==> src/rtl/i2c_pkg.sv <==
// Shared definitions for the I2C register-file slave.
// Contents: slave state encoding, default device address, ACK/NACK bit levels.
package i2c_pkg;

  typedef enum logic [3:0] {
    IDLE      = 4'd0,
    DEV_ADDR  = 4'd1,
    DEV_ACK   = 4'd2,
    WORD_ADDR = 4'd3,
    WORD_ACK  = 4'd4,
    WR_DATA   = 4'd5,
    WR_ACK    = 4'd6,
    RD_DATA   = 4'd7,
    RD_ACK    = 4'd8
  } i2c_state_e;

  localparam logic [6:0] DEFAULT_SLAVE_ADDR = 7'h50;
  localparam logic       ACK_BIT            = 1'b0;
  localparam logic       NACK_BIT           = 1'b1;

endpackage

==> src/rtl/i2c_bus_sync.sv <==
// Synchronises the asynchronous SCL/SDA pins into the clk domain and derives
// bus events from the synchronised levels.
// Ports:
//   clk, rst_in         system clock, synchronous active-high reset
//   scl_in, sda_in      raw pin levels
//   scl_rise, scl_fall  one-clk pulses on synchronised SCL edges
//   start_det, stop_det one-clk pulses on START / STOP conditions
//   sda_s               synchronised SDA level
module i2c_bus_sync (
  input  logic clk,
  input  logic rst_in,
  input  logic scl_in,
  input  logic sda_in,
  output logic scl_rise,
  output logic scl_fall,
  output logic start_det,
  output logic stop_det,
  output logic sda_s
);

  // Bit 0: metastability flop, bit 1: synchronised level, bit 2: previous level.
  logic [2:0] scl_pipe_r;
  logic [2:0] sda_pipe_r;

  // Pin synchroniser and edge history; resets to the idle-high bus level so
  // leaving reset cannot look like a START.
  always_ff @(posedge clk) begin
    if (rst_in) begin
      scl_pipe_r <= 3'b111;
      sda_pipe_r <= 3'b111;
    end else begin
      scl_pipe_r <= {scl_pipe_r[1:0], scl_in};
      sda_pipe_r <= {sda_pipe_r[1:0], sda_in};
    end
  end

  assign scl_rise  = scl_pipe_r[1] & ~scl_pipe_r[2];
  assign scl_fall  = ~scl_pipe_r[1] & scl_pipe_r[2];
  // SCL must be high both before and after the SDA transition.
  assign start_det = scl_pipe_r[1] & scl_pipe_r[2] & sda_pipe_r[2] & ~sda_pipe_r[1];
  assign stop_det  = scl_pipe_r[1] & scl_pipe_r[2] & ~sda_pipe_r[2] & sda_pipe_r[1];
  assign sda_s     = sda_pipe_r[1];

endmodule

==> src/rtl/i2c_slave_mem.sv <==
// I2C slave exposing DEPTH byte registers with an auto-incrementing pointer.
// Ports:
//   clk, rst_in  system clock, synchronous active-high reset
//   scl_in       SCL pin level (asynchronous)
//   sda_in       SDA pin level (asynchronous)
//   sda_oe       1 pulls SDA low through the external open-drain buffer
//   busy         high while an addressed transaction is in progress
//   wr_strobe    one-clk pulse when a data byte is committed
//   wr_index     register index of the last committed write
module i2c_slave_mem
  import i2c_pkg::*;
#(
  parameter logic [6:0] SLAVE_ADDR = DEFAULT_SLAVE_ADDR,
  parameter int         DEPTH      = 16
) (
  input  logic                     clk,
  input  logic                     rst_in,
  input  logic                     scl_in,
  input  logic                     sda_in,
  output logic                     sda_oe,
  output logic                     busy,
  output logic                     wr_strobe,
  output logic [$clog2(DEPTH)-1:0] wr_index
);

  localparam int AW = $clog2(DEPTH);

  logic scl_rise, scl_fall, start_det, stop_det, sda_s;

  i2c_state_e state_r, state_s;
  logic [3:0]    bit_cnt_r, bit_cnt_s;
  logic [7:0]    shift_r, shift_s;
  logic [AW-1:0] pointer_r, pointer_s;
  logic          sda_oe_r, sda_oe_s;
  logic          busy_r, busy_s;
  logic          wr_strobe_r;
  logic [AW-1:0] wr_index_r;
  logic          wr_en_s;
  logic [7:0]    rx_byte_s;
  logic [7:0]    rd_byte_s;
  logic [7:0]    regs_r [DEPTH];

  i2c_bus_sync u_bus_sync (
    .clk       (clk),
    .rst_in    (rst_in),
    .scl_in    (scl_in),
    .sda_in    (sda_in),
    .scl_rise  (scl_rise),
    .scl_fall  (scl_fall),
    .start_det (start_det),
    .stop_det  (stop_det),
    .sda_s     (sda_s)
  );

  // Next-state, pointer, shift register and SDA drive decisions.
  always_comb begin
    state_s   = state_r;
    bit_cnt_s = bit_cnt_r;
    shift_s   = shift_r;
    pointer_s = pointer_r;
    sda_oe_s  = sda_oe_r;
    wr_en_s   = 1'b0;
    rx_byte_s = {shift_r[6:0], sda_s};
    rd_byte_s = regs_r[pointer_r];

    if (start_det) begin
      state_s   = DEV_ADDR;
      bit_cnt_s = 4'd0;
      shift_s   = 8'h00;
      sda_oe_s  = 1'b0;
    end else if (stop_det) begin
      state_s   = IDLE;
      bit_cnt_s = 4'd0;
      sda_oe_s  = 1'b0;
    end else begin
      case (state_r)
        IDLE: begin
          sda_oe_s = 1'b0;
        end
        DEV_ADDR: begin
          if (scl_rise) begin
            shift_s = rx_byte_s;
            if (bit_cnt_r == 4'd7) begin
              bit_cnt_s = 4'd0;
              if (rx_byte_s[7:1] == SLAVE_ADDR) begin
                state_s = DEV_ACK;
              end else begin
                state_s = IDLE;
              end
            end else begin
              bit_cnt_s = bit_cnt_r + 4'd1;
            end
          end else begin
            shift_s = shift_r;
          end
        end
        WORD_ADDR: begin
          if (scl_rise) begin
            shift_s = rx_byte_s;
            if (bit_cnt_r == 4'd7) begin
              bit_cnt_s = 4'd0;
              pointer_s = rx_byte_s[AW-1:0];
              state_s   = WORD_ACK;
            end else begin
              bit_cnt_s = bit_cnt_r + 4'd1;
            end
          end else begin
            shift_s = shift_r;
          end
        end
        WR_DATA: begin
          if (scl_rise) begin
            shift_s = rx_byte_s;
            if (bit_cnt_r == 4'd7) begin
              bit_cnt_s = 4'd0;
              wr_en_s   = 1'b1;
              pointer_s = pointer_r + AW'(1);
              state_s   = WR_ACK;
            end else begin
              bit_cnt_s = bit_cnt_r + 4'd1;
            end
          end else begin
            shift_s = shift_r;
          end
        end
        // ACK phases: sda_oe is still low at the 8th SCL fall, so the first
        // fall seen here starts the ACK and the second one ends it.
        DEV_ACK: begin
          if (scl_fall) begin
            if (!sda_oe_r) begin
              sda_oe_s = ~ACK_BIT;
            end else begin
              bit_cnt_s = 4'd0;
              if (shift_r[0]) begin
                // Read: first data bit goes out on the same fall that ends the ACK.
                state_s  = RD_DATA;
                shift_s  = rd_byte_s;
                sda_oe_s = ~rd_byte_s[7];
              end else begin
                state_s  = WORD_ADDR;
                sda_oe_s = 1'b0;
              end
            end
          end else begin
            sda_oe_s = sda_oe_r;
          end
        end
        WORD_ACK, WR_ACK: begin
          if (scl_fall) begin
            if (!sda_oe_r) begin
              sda_oe_s = ~ACK_BIT;
            end else begin
              sda_oe_s  = 1'b0;
              bit_cnt_s = 4'd0;
              state_s   = WR_DATA;
            end
          end else begin
            sda_oe_s = sda_oe_r;
          end
        end
        // bit_cnt counts master sampling edges; after the 8th, release SDA.
        RD_DATA: begin
          if (scl_rise) begin
            bit_cnt_s = bit_cnt_r + 4'd1;
          end else if (scl_fall) begin
            if (bit_cnt_r == 4'd8) begin
              sda_oe_s  = 1'b0;
              bit_cnt_s = 4'd0;
              state_s   = RD_ACK;
            end else begin
              shift_s  = {shift_r[6:0], shift_r[7]};
              sda_oe_s = ~shift_r[6];
            end
          end else begin
            sda_oe_s = sda_oe_r;
          end
        end
        // bit_cnt = 1 marks a master ACK seen; the next byte loads on the fall.
        RD_ACK: begin
          if (scl_rise) begin
            if (sda_s == NACK_BIT) begin
              state_s  = IDLE;
              sda_oe_s = 1'b0;
            end else begin
              pointer_s = pointer_r + AW'(1);
              bit_cnt_s = 4'd1;
            end
          end else if (scl_fall && (bit_cnt_r == 4'd1)) begin
            state_s   = RD_DATA;
            bit_cnt_s = 4'd0;
            shift_s   = rd_byte_s;
            sda_oe_s  = ~rd_byte_s[7];
          end else begin
            sda_oe_s = sda_oe_r;
          end
        end
        default: begin
          state_s  = IDLE;
          sda_oe_s = 1'b0;
        end
      endcase
    end

    // A repeated START keeps busy as it was; a fresh one waits for the match.
    if (state_s == IDLE) begin
      busy_s = 1'b0;
    end else if (state_s == DEV_ADDR) begin
      busy_s = busy_r;
    end else begin
      busy_s = 1'b1;
    end
  end

  // Control state, pointer and registered outputs.
  always_ff @(posedge clk) begin
    if (rst_in) begin
      state_r     <= IDLE;
      bit_cnt_r   <= 4'd0;
      shift_r     <= 8'h00;
      pointer_r   <= {AW{1'b0}};
      sda_oe_r    <= 1'b0;
      busy_r      <= 1'b0;
      wr_strobe_r <= 1'b0;
      wr_index_r  <= {AW{1'b0}};
    end else begin
      state_r     <= state_s;
      bit_cnt_r   <= bit_cnt_s;
      shift_r     <= shift_s;
      pointer_r   <= pointer_s;
      sda_oe_r    <= sda_oe_s;
      busy_r      <= busy_s;
      wr_strobe_r <= wr_en_s;
      if (wr_en_s) begin
        wr_index_r <= pointer_r;
      end
    end
  end

  // Register file; a byte commits on the 8th SCL rise of a data byte.
  always_ff @(posedge clk) begin
    if (rst_in) begin
      for (int i = 0; i < DEPTH; i++) begin
        regs_r[i] <= 8'h00;
      end
    end else if (wr_en_s) begin
      regs_r[pointer_r] <= rx_byte_s;
    end
  end

  assign sda_oe    = sda_oe_r;
  assign busy      = busy_r;
  assign wr_strobe = wr_strobe_r;
  assign wr_index  = wr_index_r;

endmodule

==> config.mk <==
export PLATFORM = sky130hd
export DESIGN_NAME = i2c_slave_mem
export DESIGN_NICKNAME = d
export VERILOG_FILES = /design/src/rtl/i2c_pkg.sv /design/src/rtl/i2c_bus_sync.sv /design/src/rtl/i2c_slave_mem.sv
export SDC_FILE = /design/constraint.sdc
export NUM_CORES = 1
export LEC_CHECK = 0
export ABC_AREA = 1
export CAP_MARGIN = 25
export CORE_UTILIZATION = 55
export DETAILED_ROUTE_END_ITERATION = 10
export PLACE_DENSITY = 0.85
export SLEW_MARGIN = 10
export SYNTH_ARGS = -nofsm -noshare
export SYNTH_HDL_FRONTEND = slang
export SYNTH_HIERARCHICAL = 1
export SYNTH_SLANG_ARGS = --single-unit
==> constraint.sdc <==
create_clock -name clk -period 2.02 [get_ports clk]
set_input_delay 0.202 -clock clk [delete_from_list [all_inputs] [get_ports clk]]
set_output_delay 0.202 -clock clk [all_outputs]
set_load 0.005 [all_outputs]
==> metrics.md, run 1 <==
| Metric | Value |
|---|---|
| Yosys top cell area share | 46.9% |
| Gr usage total | 29.6% |
| Pre-CTS setup slack | -19.1 ps |
| Tmin final | roughly 1900 ps |
| Hold Buf Count CTS | 0 |
| Endpoints failing setup | 0 |
| H-tree depth | 4 |
| CP bufs+invs | 2 |
| Initial Util | 56.4% |
| Hold crit path type | in -> reg |
| Post-route insts no fill | 1219 |
| Final Max Slew Viols | 0 |
| Diode count | 0 |
| Largest net degree at the start of global routing | 65 |
| #FFs+latches synth | 165 |
| Top area cells in the synthesized netlist | edfxtp_1 47%, nand2_1 13%, dfxtp_1 9.0%, nor2_1 8.5%, nand3_1 7.4% |
| Crit start category | register |
| Area of the multi-input gates | 3300 um2 |
| Area Overhead vs Synth | 17.1% |
| Die Height | 124 um |
| Data arrival time of the worst path | ~2200 ps |
| Global route overflow | 0 |
| Syn Area/Cell | approximately 8.4 um2 |
| Die footprint | 15400 um2 |
| TritonCTS clock tree | yes |
| Ys flop type | edfxtp_1 |
| Worst path slowest cell | dfxtp_1 |
| Reg-to-reg slack, setup | 90 ps |
| Net Count, Synth | 984 |
| Reg2reg end | regs_r[8][1] |
| Root Buffer | clkbuf_16 |
| WS Path Type | reg -> reg |
| Max cap viols | 0 |
| Filler Cell Count | 1055 |
| Gate Count Post-Synth | a little under 1000 |
| Final Net Count | ~1000 |
| Detail Route Antenna Nets | 0 |
| Standard-cell rows | 44 |
| Drt pass-1 iters | 8 |
| Reg2Reg Launch Point | bit_cnt_r[0] |
| Crit-path max cell delay | 340 ps |
| Clk sink count | 165 |
| # DRC | 0 |
| Fin crit share | 95.5% |
| Mapped cell area | 8200 um2 |
| CTS Buffer Depth | 2 |
| Sequential share of the synthesized area | between 50% and 60% |
| Crit-path cells | ha_1 -> nand2_2 -> nor2_4 -> nand2_1 -> nor2_2 -> nand2_4 -> nor2_4 -> buf_12 -> nand2_4 -> buf_4 -> nor2_1 |
| Crit Path Max Fanout | 8 |
| Die X-Extent | 124 um |
| Core ar. | 14500 um2 |
| Via count | around 7100 |
| Worst skew pair latency | 440 ps |
| Placer Congestion | approximately 0.99 |
| Clock transition at path regs | 70 ps |
| Rel. slew slack | just over 60% |
| Worst Min Path Start | sda_in |
| Overall Power | 7500 uW |
| Initial DRC Count | approximately 1000 |
| Number of buffers added on ports | 10 |
| Number of synthesized flops with an enable pin | 128 |
| Avg Vias per Cell | 5.79 |
| Clock Skews | 10.2 ps |
| Pwr/cell area | about 780 nW/um2 |
| Initial antenna violation count | 0 |
| Synth area leader | edfxtp_1 |
| IO Pins | 11 |
| Hold Violations, Final | 0 |
| Pleak | 0.00404 uW |
| Status | finished clean |
| Reg2reg path depth | 11 |
| Share of cells above drive strength 1 | roughly 15% |
| Post-synthesis async set-or-reset flop share | 0% |
| VDD IR max | 594 uV |
| WP data required | 2300 ps |
| Top Family by Delay on Critical Path | simple AND/OR/NAND/NOR gates |
| Hold path endpoint | u_bus_sync/sda_pipe_r[0] |
| Netlist cell types | 29 |
| Cells after DPL | about 1200 |
| Post-DP HPWL | between 10000 and 15000 um |
| Slew @ Worst Pin | 567 ps |
| Final wirelength | between 20000 and 25000 um |
| Cts bufs inserted | 17 |
| Fmax | 0.519 GHz |
| Routed len/inst | 17.4 um |
| First-pass GRT wire length | 33300 um |
| CP Capture Type | register |
| Post-route setup slack | 91.7 ps |
| Vias in the first global route | 6481 |
| Hold depth | 2 |
| Reg area | roughly 4600 um2 |
| Yosys Warn Count | 6 |
-- what timing repair did --
item / 4_1_cts / 5_1_grt
endpoints found under the setup margin: 93 / 138
pin swaps: 0 / 3
buffers inserted: 0 / 1
gates cloned: 0 / 1
gates resized for setup: 12 / 19
-- registers in the layout, indices dropped and copies added (netlist names), named ones only --
| register | cells |
|---|---|
| bit_cnt_r | 4 |
| busy | 1 |
| pointer_r | 4 |
| regs_r | 128 |
| sda_oe | 1 |
| shift_r | 8 |
| state_r | 4 |
| u_bus_sync/scl_pipe_r | 3 |
| u_bus_sync/sda_pipe_r | 3 |
| wr_index | 4 |
| wr_strobe | 1 |
-- placed cells by master (no fill, tap or decap), types with 3 or more instances in the layout --
master and instances:
a21oi_1 23, buf_12 6, buf_4 51, bufinv_16 4, clkbuf_1 4, clkbuf_16 17, clkdlybuf4s50_1 10, clkinv_1 7
clkinvlp_4 3, dfxtp_1 36, edfxtp_1 128, ha_1 7, inv_1 57, inv_2 5, nand2_1 266, nand2_2 12
nand2_4 29, nand3_1 121, nand3_2 4, nand4_1 4, nor2_1 182, nor2_2 7, nor2_4 8, nor3_1 5
o21ai_0 21, o21ai_1 4, or2_1 4
-- worst register-to-register path, stage by stage, from the launching register on --
cell and delay [ps]:
dfxtp_1 340, ha_1 190, nand2_2 90, nor2_4 110, nand2_1 110, nor2_2 160, nand2_4 130, nor2_4 140
buf_12 150, nand2_4 70, buf_4 160, nor2_1 140
-- metal layers --
| layer | part of all wire (%) | wire length [um] | global-route usage (%) |
|---|---|---|---|
| met3 | 11 | 2310 | 6.55 |
| met2 | 48 | 10200 | 47.0 |
| met1 | 37 | 7890 | 38.1 |
| met4 | 3.7 | 793 | 15.1 |
| met5 | 0 | 0 | 0 |
-- layout make-up --
cell class	instances	area share [%]
Clock buffer	21	4.59
Clock inverter	11	1.84
Inverter	69	2.70
Multi-Input combinational cell	702	34.4
Sequential cell	165	47.8
Tap cell	184	2.40
Timing Repair Buffer	67	6.28
-- cell families after synthesis --
family	Yosys count	synth area share [%]
DFF	165	55.9
adders and majority gates	7	1.07
AOI/OAI and AO/OA	52	3.28
buffers and inverters	107	5.18
xor gates and xnor gates	1	0.107
and+or+nand+nor	641	34.4
-- metrics by stage --
stage / setup TNS (ps) / utilization (%) / instance area (um2) / hold slack (ps)
global placement: 0 / 61.0 / 8860 / 387
finish: 0 / 66.0 / 9600 / 332
CTS: 0 / 65.4 / 9510 / 330
detailed placement: -524 / 61.0 / 8860 / 398
floorplan: -3400 / - / 8200 / 271
global route: -171 / 66.0 / 9600 / 340
-- worst max path at each step --
stage                              from            end  slack (ps)  cells after the start
2_1_floorplan              bit_cnt_r[0]  regs_r[11][0]         -30                      9
3_3_place_gp               bit_cnt_r[0]  regs_r[13][2]          50                     10
3_5_place_dp               bit_cnt_r[0]   regs_r[9][3]         -20                     10
4_1_cts                    bit_cnt_r[0]  regs_r[11][7]           2                     10
5_1_grt        u_bus_sync/scl_pipe_r[1]   pointer_r[3]         -20                     11
6_report                   bit_cnt_r[0]   regs_r[8][1]          90                     11
-- power breakdown --
group	internal (uW)	switching, uW
logic	83.1	205
registers	3740	40.4
clock network	2080	1350
-- cells in the mapped netlist (2+ instances only) --
cell      instances
buf_6             2
nor2_2            3
ha_1              7
o21ai_1           4
clkbuf_1         29
o21ai_0          21
nor2_4            8
nand3_2           4
dfxtp_1          37
clkinv_1          7
inv_1            57
buf_2             6
a21oi_1          23
nand2_1         283
nand2_2           7
edfxtp_1        128
nor3_1            5
nand3_1         121
nand2_4          17
nand4_1           4
nor2_1          185
inv_2             5
or2_1             4
(Power assumes the default switching activity.)
==> run 2, diff against run 1 <==
Settings changed: RECOVER_POWER from default to 100.
==> run 2 against run 1 <==
  * Maximum frequency rose by 0.15%
  * Highest routed layer unchanged
  * Core utilization barely moved
  * Sequential power barely moved
  * Critical path depth did not move
  * Sequential share of layout area barely moved
  * Combinational power barely moved
  * Global-route usage did not move
==> metrics.md, run 2 (synthesis gave the netlist of run 1 again) <==
| Metric | Value |
|---|---|
| Crit Path Max Fanout | 8 |
| # DRC | 0 |
| Initial antenna violation count | 0 |
| Diode count | 0 |
| Core Util, Final | between 60% and 70% |
| First-pass GRT wire length | 33300 um |
| Overall Power | around 7500 uW |
| Cts bufs inserted | 17 |
| M1 WL | 7950 um |
| Reg-to-reg slack, setup | 90 ps |
| Placer Congestion | 0.994 |
| Clk network pwr share | 45.7% |
| Most common cell after layout, fill and taps aside | nand2_1 |
| Combinational share of power | 3.8% |
| Uppermost routed layer | met4 |
| Max cap viols | 0 |
| Most flops, register | regs_r |
| Fmax | 0.519 GHz |
| Share of cells above drive strength 1 | 14.5% |
| Reg2Reg Launch Point | bit_cnt_r[0] |
| Die X-Extent | 124 um |
| Sequential share of power | 50.5% |
| Drt pass-1 iters | 7 |
| Die footprint | about 15000 um2 |
| Root Buffer | clkbuf_16 |
| Final wirelength | ~21000 um |
| Hold path endpoint | u_bus_sync/sda_pipe_r[0] |
| Crit start category | register |
| Status | finished clean |
| Cells after DPL | between 1000 and 1500 |
| Initial Util | 56.4% |
| Standard-cell rows | 44 |
| Gr usage total | between 20% and 30% |
| Reg2reg end | regs_r[8][1] |
| Post-route setup slack | 94.6 ps |
| Pre-CTS setup slack | -19.1 ps |
| Routed wl met2 | 10200 um |
| Pleak | 0.00404 uW |
| CP Capture Type | register |
| Routed len/inst | 17.3 um |
| Hold Buf Count CTS | 0 |
| Hold crit path type | in -> reg |
| Filler Cell Count | 1055 |
| Internal power | 5900 uW |
| Worst Min Path Start | sda_in |
| Via count | 7025 |
| Data arrival time of the worst path | ~2200 ps |
| CTS Buffer Depth | 2 |
| WS Path Type | reg -> reg |
| Largest net degree at the start of global routing | 65 |
| Pwr/cell area | 780 nW/um2 |
| Largest register FFs | 128 |
| Reg area | 4590 um2 |
| Area Overhead vs Synth | 17.1% |
| Endpoints failing setup | 0 |
| Final Max Slew Viols | 0 |
| Initial DRC Count | 1036 |
| Clock transition at path regs | about 70 ps |
| Slew @ Worst Pin | 579 ps |
| Clock Skews | between 10 and 15 ps |
| VDD IR max | 594 uV |
| Hold Violations, Final | 0 |
| CP startpoint | bit_cnt_r[0] |
| Tmin final | 1930 ps |
| Die Height | 124 um |
| Worst skew pair latency | roughly 440 ps |
| Regs by FF count | regs_r x128, shift_r x8 |
| Number of buffers added on ports | 10 |
| Avg Vias per Cell | 5.76 |
| WHS | approximately 330 ps |
| Rel. slew slack | 61.3% |
| Commonest cells after routing, fill and taps aside | 266 x nand2_1, 182 x nor2_1, 128 x edfxtp_1 |
| Fin crit share | 95.3% |
| Core ar. | 14500 um2 |
| Post-DP HPWL | 13300 um |
| P_sw | about 1600 uW |
| Met3 wire len | 2170 um |
| TritonCTS clock tree | yes |
| Reg2reg path depth | 11 |
| Post-route insts no fill | 1219 |
| Vias in the first global route | 6481 |
| H-tree depth | 4 |
| Final Net Count | 1033 |
| Clk sink count | 165 |
| Hold depth | 2 |
| Area of the multi-input gates | approximately 3300 um2 |
| WP data required | 2300 ps |
| Global route overflow | 0 |
| Sw Share | a little over a fifth |
| IO Pins | 11 |
| Detail Route Antenna Nets | 0 |
[run 2: cell count changes in the layout (fill, tap and decap cells not counted), sizes merged]
cell / previous run / this run
clkbuf: 21 / 22
buf: 57 / 56
dlygate4sd3: 0 / 1
clkdlybuf4s50: 10 / 9
[run 2: per-stage QoR]
step / TNS (ps) / cell area [um2]
2_1_floorplan: -3400 / 8200
3_3_place_gp: 0 / 8860
3_5_place_dp: -524 / 8860
4_1_cts: 0 / 9510
5_1_grt: -173 / 9590
6_report: 0 / 9590
[run 2: cell type report]
| cell class | instances | area share (%) |
|---|---|---|
| flip-flops and latches | 165 | 47.8 |
| multi-input cells | 702 | 34.4 |
| repair buffers | 67 | 6.25 |
| clock buffers | 21 | 4.59 |
| inverters | 69 | 2.70 |
| well taps | 184 | 2.40 |
| clock inverters | 11 | 1.84 |
[run 2: power by group through the flow]
stage	registers [uW]	logic, uW	clock network (uW)
finish	3780	286	3420
global route	3790	311	3580
CTS	3780	268	3410
detailed placement	3850	258	0
global placement	3850	253	0
floorplan	3840	164	0
[run 2: worst max-delay path, stage by stage (launching register included)]
cell	delay [ps]
dfxtp_1	340
ha_1	190
nand2_2	90
nor2_4	110
nand2_1	110
nor2_2	160
nand2_4	130
nor2_4	140
buf_12	150
nand2_4	60
buf_4	160
nor2_1	140
[run 2: timing repair]
| item | in CTS | in global routing |
|---|---|---|
| resized for setup | 12 | 19 |
| endpoints found under the hold margin | 0 | 0 |
| setup buffers | 0 | 1 |
| pin swaps | 0 | 3 |
| gates cloned | 0 | 1 |
| setup endpoints to repair | 93 | 138 |
[run 2: worst max-delay path by stage]
stage	to	slack (ps)	cells past startpoint
floorplan	regs_r[11][0]	-30	9
global placement	regs_r[13][2]	50	10
detailed placement	regs_r[9][3]	-20	10
CTS	regs_r[11][7]	2	10
global route	pointer_r[3]	-20	11
finish	regs_r[8][1]	90	11
[run 2: routing by layer]
metal  vias up  GRT usage (%)
met5         -              0
met3        83           6.55
met1      3216           38.1
met2       458           47.0
li1       3268              -
met4         0           15.1
==> run 3, diff against run 2 <==
Settings changed: CORE_MARGIN from default to 3, GPL_TIMING_DRIVEN from default to 0, RECOVER_POWER 100 to 25.
==> run 3 against run 2 <==
  * Setup slack worse by 57 ps
  * Sequential cell count unchanged
  * First-iteration DRC count up 18%
  * Critical path depth down 1
  * Power down 4.2%
  * Critical path type unchanged
==> metrics.md, run 3 (synthesis gave the netlist of run 1 again) <==
| Metric | Value |
|---|---|
| Status | finished clean |
| Worst Min Path Start | scl_in |
| Largest net degree at the start of global routing | 17 |
| Cts bufs inserted | 17 |
| Reg2reg path depth | 10 |
| Met2 Usage GRT | between 40% and 50% |
| Die Height | around 130 um |
| Worst skew pair latency | 440 ps |
| Max cap viols | 0 |
| Most flops, register | regs_r |
| IO Pins | 11 |
| Setup_tns | 0 ps |
| Die footprint | 16400 um2 |
| Detail Route Antenna Nets | 0 |
| Worst path slowest cell | dfxtp_2 |
| Via count | 7230 |
| Met3 Resource Use GR | 7.71% |
| Drt pass-1 iters | 6 |
| Commonest cells after routing, fill and taps aside | 265 x nand2_1, 179 x nor2_1, 128 x edfxtp_1 |
| Hold Buf Count CTS | 0 |
| Share of cells above drive strength 1 | between 10% and 20% |
| Core ar. | 14200 um2 |
| Critical path's most frequent cell | nand2_4 |
| Root Buffer | clkbuf_16 |
| Reg area | 4600 um2 |
| Data arrival time of the worst path | between 2000 and 2500 ps |
| Crit Path Max Fanout | 9 |
| Gr usage total | 28.4% |
| Vias in the first global route | 6733 |
| Rel. slew slack | 43.2% |
| Pwr/cell area | 739 nW/um2 |
| Clock transition at path regs | 60 ps |
| Fin crit share | 98.1% |
| VDD IR max | 698 uV |
| Area of the multi-input gates | 3570 um2 |
| Number of buffers added on ports | 10 |
| Initial DRC Count | 1222 |
| First-pass GRT wire length | 35300 um |
| Routed len/inst | 19.1 um |
| Avg Vias per Cell | 5.97 |
| Hold crit path type | in -> reg |
| Die X-Extent | about 130 um |
| Hold Violations, Final | 0 |
| Standard-cell rows | 43 |
| Endpoints failing setup | 0 |
| Clock Skews | 7.71 ps |
| Routing usage on met1 | 38.2% |
| Crit start category | register |
| Global route overflow | 0 |
| Regs by FF count | regs_r x128, shift_r x8 |
| Diode count | 0 |
| H-tree depth | 4 |
| Largest register FFs | ~130 |
| Slew @ Worst Pin | 852 ps |
| Overall Power | 7170 uW |
| Hold path endpoint | u_bus_sync/scl_pipe_r[0] |
| Crit-path max cell delay | 360 ps |
| Area Overhead vs Synth | 18.3% |
| WP data required | ~2200 ps |
| Final wirelength | ~23000 um |
| Post-DP HPWL | around 15000 um |
| CTS Buffer Depth | 2 |
| # DRC | 0 |
| Top Usage Layer GRT | met2 |
| Initial Util | slightly below 60% |
| Clk sink count | 165 |
| Tmin final | just under 2000 ps |
| TritonCTS clock tree | yes |
| Reg2Reg Launch Point | u_bus_sync/scl_pipe_r[1] |
| Reg2reg end | regs_r[14][6] |
| Initial antenna violation count | 0 |
| Filler Cell Count | 1028 |
| Final Max Slew Viols | 0 |
| CP Capture Type | register |
| WS Path Type | reg -> reg |
| Hold depth | 2 |
| Fmax | approximately 0.50 GHz |
| Placer Congestion | 1.01 |
| Final Net Count | 1030 |
| Reg-to-reg slack, setup | 40 ps |
| Top Family by Delay on Critical Path | simple AND/OR/NAND/NOR gates |
| Pleak | 0.00396 uW |
| Most common cell after layout, fill and taps aside | nand2_1 |
| Crit-path cells | inv_1 -> nor2_1 -> buf_6 -> nand2_4 -> nor2_4 -> nand2_4 -> nor2_4 -> buf_12 -> nand2_4 -> nand2_8 |
| CP bufs+invs | 3 |
-- run 3: cell types whose count changed in the layout (fill, tap and decap cells not counted), sizes merged --
cell           change
dlygate4sd3        +6
buf               -30
nor2               -1
clkdlybuf4s50      -6
inv                +2
clkinv             +3
clkbuf            +26
bufinv             -3
-- run 3: worst max path at each step --
stage                                        start             to  slack [ps]  cells after the start
after floorplan                       bit_cnt_r[0]  regs_r[11][0]         -30                      9
after global placement    u_bus_sync/sda_pipe_r[1]  regs_r[15][1]        -570                     10
after detailed placement  u_bus_sync/sda_pipe_r[1]  regs_r[15][5]        -600                     10
after CTS                                 register     shift_r[5]           9                      9
after global routing      u_bus_sync/scl_pipe_r[1]     shift_r[5]         -80                     12
final                     u_bus_sync/scl_pipe_r[1]  regs_r[14][6]          40                     10
-- run 3: metrics by stage --
stage | cell area [um2] | hold WS [ps] | instances | setup WS [ps] | utilization (%)
detailed placement | 8520 | 391 | 1163 | -602 | 60.0
global route | 9700 | 346 | 1212 | -78.3 | 68.3
global placement | 8520 | 385 | 1163 | -567 | 60.0
finish | 9700 | 329 | 1212 | 38.0 | 68.3
floorplan | 8200 | 271 | 973 | -33.4 | -
CTS | 9380 | 319 | 1202 | 9.07 | 66.1
-- run 3: area by class of cell --
class	count	area share [%]
sequential	165	47.4
multi-input combinational	701	36.8
clock buffer	19	4.46
timing repair buffer	29	3.02
inverter	69	2.71
tap	180	2.32
buffer	36	2.03
clock inverter	13	1.26
-- run 3: what timing repair did --
action / in CTS / in global routing
hold endpoints to repair: 0 / 0
endpoints found under the setup margin: 260 / 210
pin swaps: 8 / 18
buffers inserted: 7 / 12
resized for setup: 50 / 66
-- run 3: worst reg2reg max path, delay by kind of cell (launching register included) --
kind	cells	cell delay, ps
simple gates	7	910
buf+inv	3	420
flops	1	360
-- run 3: metal layers --
metal  vias up  routed length [um]
li1       3282                   -
met1      3322                8520
met2       528               10500
met3        98                3000
met4         0                1160
met5         -                   0
-- run 3: report_power, final --
group	internal, uW	switching [uW]
clock	1710	1370
sequential	3740	38.5
combinational	87.2	220
==> RTL edit 1, RTL diff (settings of run 1) <==
Add an input register stage for `scl_in` and `sda_in`, without a reset; this delays them by one clock.
--- a/src/rtl/i2c_slave_mem.sv
+++ b/src/rtl/i2c_slave_mem.sv
@@ -25,6 +25,14 @@
 
   localparam int AW = $clog2(DEPTH);
 
+  logic scl_q;
+  logic sda_q;
+
+  always_ff @(posedge clk) begin
+    scl_q <= scl_in;
+    sda_q <= sda_in;
+  end
+
   logic scl_rise, scl_fall, start_det, stop_det, sda_s;
 
   i2c_state_e state_r, state_s;
@@ -43,8 +51,8 @@
   i2c_bus_sync u_bus_sync (
     .clk       (clk),
     .rst_in    (rst_in),
-    .scl_in    (scl_in),
-    .sda_in    (sda_in),
+    .scl_in    (scl_q),
+    .sda_in    (sda_q),
     .scl_rise  (scl_rise),
     .scl_fall  (scl_fall),
     .start_det (start_det),
Check against the original RTL: no difference found for any inputs over 10 cycles, from zero or initial values and one cycle with rst_in high; that may be too few to reach the edited logic, so the function may still have changed.
==> RTL edit 1 against run 1 <==
Synthesized cell count is 2.6% lower. Critical path depth is 1 higher. Sequential cell count is 2 higher. Worst setup slack worse by 0.0012 ns. Routed wire length is 3.6% lower. Power is 2.3% higher. Final area is 0.18% lower. Synthesized area is 0.41% lower. Critical path type unchanged. Critical endpoint is now regs_r[14][6]$_SDFFCE_PN0P_. Highest routed layer unchanged.
==> RTL edit 1: results (changes against run 1) <==
[synth]
ys_seq_area_share_pct=56.7  ; +0.72 points
synth-compound-area-share_pct=3.59  ; +0.30 points
synth_common_cells=264 x nand2_1, 175 x nor2_1, 128 x edfxtp_1
synth_cell_types=35  ; +21%
synth_xor_area_share_pct=0.322  ; +0.22 points
syn-num-nets=959  ; -2.5%
syn_inst=948  ; -2.6%
synth_area_leaders=edfxtp_1 47%, nand2_1 12%, dfxtp_1 9.6%, nor2_1 8.0%, nand3_1 7.2%

[power]
peakVddDrop_mv=0.797  ; +34%
p_leak_nw=4.01  ; -0.94%
switching_share_pct=21.7  ; +0.46 points

[outcome]
status=finished, final reports clean

[grt]
grtUsageTotal_pct=28.6  ; -1.0 points
first_global_vias=6390  ; -1.4%
grt_pass1_wl_mm=32.1  ; -3.7%
grt_max_degree=33  ; -49%

[worst_hold_path]
hold_start=scl_in
whs_path_depth=1  ; -1
hold_path_end=scl_q$_DFF_P_

[placement]
dp.cells=1164  ; -1.8%
dp_slack_ns=-0.158  ; -0.139 ns
dp_hpwl_mm=13.4  ; +1.2%
globalplace.congestion=0.960  ; -3.4%

[setup_path]
worstSetupPathType=reg2reg
cp-startpoint=u_bus_sync/scl_pipe_r[1]$_SDFF_PP1_
worstPathArrival_ns=2.08  ; -0.13 ns
reg2reg_depth=12  ; +1

[cells_and_area]
nNetsFinal=1011  ; -2.1%
final_layout_size_suffix_gt1_share_pct=15.0  ; +0.42 points
n_fill_cell=1061  ; +0.57%

[sta]
worst_slack_ns=0.0905  ; -0.00117 ns
skew_ns=0.0100  ; -0.000192 ns
relSlewSlack_pct=67.5  ; +5.4 points

[detailed_routing]
drtIter0Drc=752  ; -28%
wl_per_cell_um=17.1  ; -1.8%
vias=6823  ; -3.3%

-- RTL edit 1: final cells by class --
| cell class | count | area [um2] | share of cell area [%] |
|---|---|---|---|
| Clock inverter | 13 | 198 | 2.06 |
| Sequential cell | 167 | 4630 | 48.3 |
| Inverter | 70 | 268 | 2.79 |
| Multi-Input combinational cell | 674 | 3190 | 33.3 |
| Tap cell | 184 | 230 | 2.40 |
| Timing Repair Buffer | 70 | 638 | 6.66 |
| Clock buffer | 19 | 433 | 4.52 |
-- RTL edit 1: logic make-up (layout without fill, tap and decap cells) --
logic type                 count (synthesis)  count (layout)
and+or+nand+nor                          611             611
DFF                                      167             167
buffers and inverters                    107             172
AOI/OAI and AO/OA                         53              53
adders and majority gates                  7               7
xor gates and xnor gates                   3               3
-- RTL edit 1: power groups by stage --
stage / sequential, mW / combinational, mW / clock [mW]
2_1_floorplan: 3.89 / 0.208 / 0
3_3_place_gp: 3.90 / 0.354 / 0
3_5_place_dp: 3.90 / 0.363 / 0
4_1_cts: 3.83 / 0.370 / 3.46
5_1_grt: 3.84 / 0.411 / 3.59
6_report: 3.83 / 0.378 / 3.46
-- RTL edit 1: what timing repair did --
| item | 4_1_cts | 5_1_grt |
|---|---|---|
| setup endpoints to repair | 40 | 210 |
| buffers inserted | 0 | 1 |
| pin swaps | 0 | 3 |
| resized for setup | 5 | 13 |
-- RTL edit 1: layer usage --
layer / track usage, % / part of all wire, %
met2: 45.4 / 47
met1: 37.5 / 40
met5: 0 / 0
met4: 13.1 / 3.6
met3: 6.36 / 9.5
-- RTL edit 1: through the flow --
step	TNS, ns	cell area (um2)	power (mW)
global route	-0.106	9580	7.84
detailed placement	-9.55	8890	4.27
CTS	0	9540	7.66
global placement	-4.93	8890	4.25
finish	0	9580	7.66
floorplan	-3.35	8180	4.10
==> RTL edit 2, RTL diff (settings of run 1) <==
Without the edit above. Set the parameter `DEPTH` to 32 (it was 16).
--- a/src/rtl/i2c_slave_mem.sv
+++ b/src/rtl/i2c_slave_mem.sv
@@ -11,7 +11,7 @@
   import i2c_pkg::*;
 #(
   parameter logic [6:0] SLAVE_ADDR = DEFAULT_SLAVE_ADDR,
-  parameter int         DEPTH      = 16
+  parameter int         DEPTH      = 32
 ) (
   input  logic                     clk,
   input  logic                     rst_in,
Interface: changed (resized wr_index); port bits go from 11 to 12. The function was not compared with the original's and may differ.
==> RTL edit 2 against run 1 <==
Worst setup slack got worse by 0.075 ns. Critical path depth increased by 1. Routed wire length increased by 86%. Synthesized area increased by 71%. Critical path type unchanged. Sequential cell count increased by 131. Final area increased by 78%. Power increased by 77%. Largest power group unchanged. Utilization increased by 1.9 points.
==> RTL edit 2: results (changes against run 1) <==
[sta]
hold_slack_ns=0.215  ; -0.117 ns
final-max-slew-violation-count=0  ; unchanged
skew_ns=0.0122  ; +0.00197 ns
relSlewSlack_pct=59.0  ; -3.2 points

[grt]
first_global_vias=11200  ; +73%
grt_max_degree=108  ; +66%
grt_pass1_wl_mm=59.7  ; +79%
antenna_found_initial=0  ; unchanged
grtUsageTotal_pct=29.6  ; about the same

[cells_and_area]
nNetsFinal=1575  ; +52%
antenna_cells=0  ; unchanged
top_regs=regs_r x256, shift_r x8
final_layout_size_suffix_gt1_share_pct=21.7  ; +7.1 points
n_fill_cell=1727  ; +64%

[setup_path]
reg2reg_depth=12  ; +1
cpLargestDelayFamily=simple AND/OR/NAND/NOR gates
cp_max_fo=8  ; unchanged
slowest_delay_ns=0.36  ; +0.02 ns
worstPathArrival_ns=2.40  ; +0.19 ns
rr_endpoint=regs_r[4][3]$_SDFFCE_PN0P_
r2r_start=bit_cnt_r[1]$_SDFFE_PP0P_
crit_slowest_cell=dfxtp_2
ff2ff_setup_slack_ns=0.02  ; -0.08 ns

[synth]
synth_xor_area_share_pct=0.125  ; +0.018 points
synth_edf_count=256  ; +100%
ys_seq_area_share_pct=60.6  ; +4.7 points
ys_async_sr_fraction_pct=0  ; unchanged
synthMuxAreaShare_pct=0  ; unchanged
synth-compound-area-share_pct=8.25  ; +5.0 points
yosysWarnings=6  ; unchanged
synth_common_cells=412 x nor2_1, 256 x edfxtp_1, 220 x nand2_1
synth_area_leaders=edfxtp_1 55%, nor2_1 11%, nand2_1 5.9%, dfxtp_1 5.7%, nand3_1 4.3%
synth_fa_ha_area_share_pct=0.625  ; -0.44 points
syn-num-nets=1496  ; +52%
ys.flop_type=edfxtp_1
synth_cell_types=40  ; +38%

[worst_hold_path]
hold_start=sda_in
whs_path_depth=2  ; unchanged
hold_path_end=u_bus_sync/sda_pipe_r[0]$_SDFF_PP1_
hp-class=in2reg

[detailed_routing]
wl_per_cell_um=20.5  ; +18%
dr.pass1.iters=7  ; -1
drtIter0Drc=1592  ; +53%
vias=11700  ; +65%

[clock_tree]
insertion_delay_ns=0.55  ; +0.11 ns
cts_root_buffer=clkbuf_16
cts_buffers=29  ; +12
ctsLongestPathBuffers=3  ; +1
h-tree-depth=1  ; -3
cts_hold_buf=0  ; unchanged
clk_pin_slew_ns=0.06

[power]
p_leak_nw=6.40  ; +58%
peakVddDrop_mv=0.704  ; +18%

[placement]
portBuffers=11  ; +1
globalplace.congestion=0.940  ; -5.4%
dp_hpwl_mm=24.8  ; +86%

[outcome]
status=finished, final reports clean

## RTL edit 2: power by group
| part | switching, mW | internal, mW |
|---|---|---|
| clock | 2.32 | 3.49 |
| combinational | 0.417 | 0.148 |
| sequential | 0.0718 | 6.80 |
## RTL edit 2: through the flow
| stage | instance area [um2] | std cells | setup TNS, ns | setup slack [ns] |
|---|---|---|---|---|
| 2_1_floorplan | 14100 | 1485 | -2.41 | -0.0241 |
| 3_3_place_gp | 15400 | 1858 | -23.33 | -0.133 |
| 3_5_place_dp | 15400 | 1858 | -35.46 | -0.171 |
| 4_1_cts | 16500 | 1915 | 0 | 0.00369 |
| 5_1_grt | 17100 | 1917 | -3.82 | -0.0742 |
| 6_report | 17100 | 1917 | 0 | 0.0164 |
## RTL edit 2: area by class of cell
type	count	area share, %
Tap cell	330	2.42
Multi-Input combinational cell	1042	32.5
Sequential cell	296	49.8
Clock inverter	16	1.32
Clock buffer	38	4.75
Inverter	65	1.44
Timing Repair Buffer	130	7.79
## RTL edit 2: timing repair
| item | in CTS | in global routing |
|---|---|---|
| pin swaps | 2 | 16 |
| endpoints found under the setup margin | 253 | 412 |
| gates cloned | 0 | 1 |
| resized for setup | 19 | 142 |
| setup buffers | 3 | 1 |
## RTL edit 2: cell families after synthesis
logic type / Yosys count
and+or+nand+nor: 831
DFF: 296
AOI/OAI and AO/OA: 202
buffers and inverters: 147
adders and majority gates: 7
xor gates and xnor gates: 2
## RTL edit 2: worst max-delay path by stage
| stage | from | depth (start not counted) | endpoint |
|---|---|---|---|
| final | bit_cnt_r[1]$_SDFFE_PP0P_ | 12 | regs_r[4][3]$_SDFFCE_PN0P_ |
| after global placement | rst_in | 10 | regs_r[8][4]$_SDFFCE_PN0P_ |
| after floorplan | bit_cnt_r[0]$_SDFFE_PP0P_ | 9 | regs_r[5][0]$_SDFFCE_PN0P_ |
| after CTS | bit_cnt_r[1]$_SDFFE_PP0P_ | 12 | regs_r[4][3]$_SDFFCE_PN0P_ |
| after detailed placement | rst_in | 10 | regs_r[8][0]$_SDFFCE_PN0P_ |
| after global routing | bit_cnt_r[1]$_SDFFE_PP0P_ | 12 | regs_r[0][7]$_SDFFCE_PN0P_ |
## RTL edit 2: per-layer routing
layer / vias to the layer above / GRT usage (%) / routed length, um
met3: 185 / 4.34 / 4740
met1: 5427 / 38.9 / 13900
li1: 5201 / - / -
met2: 859 / 47.7 / 18700
met4: 0 / 15.9 / 2060
met5: - / 0 / 0
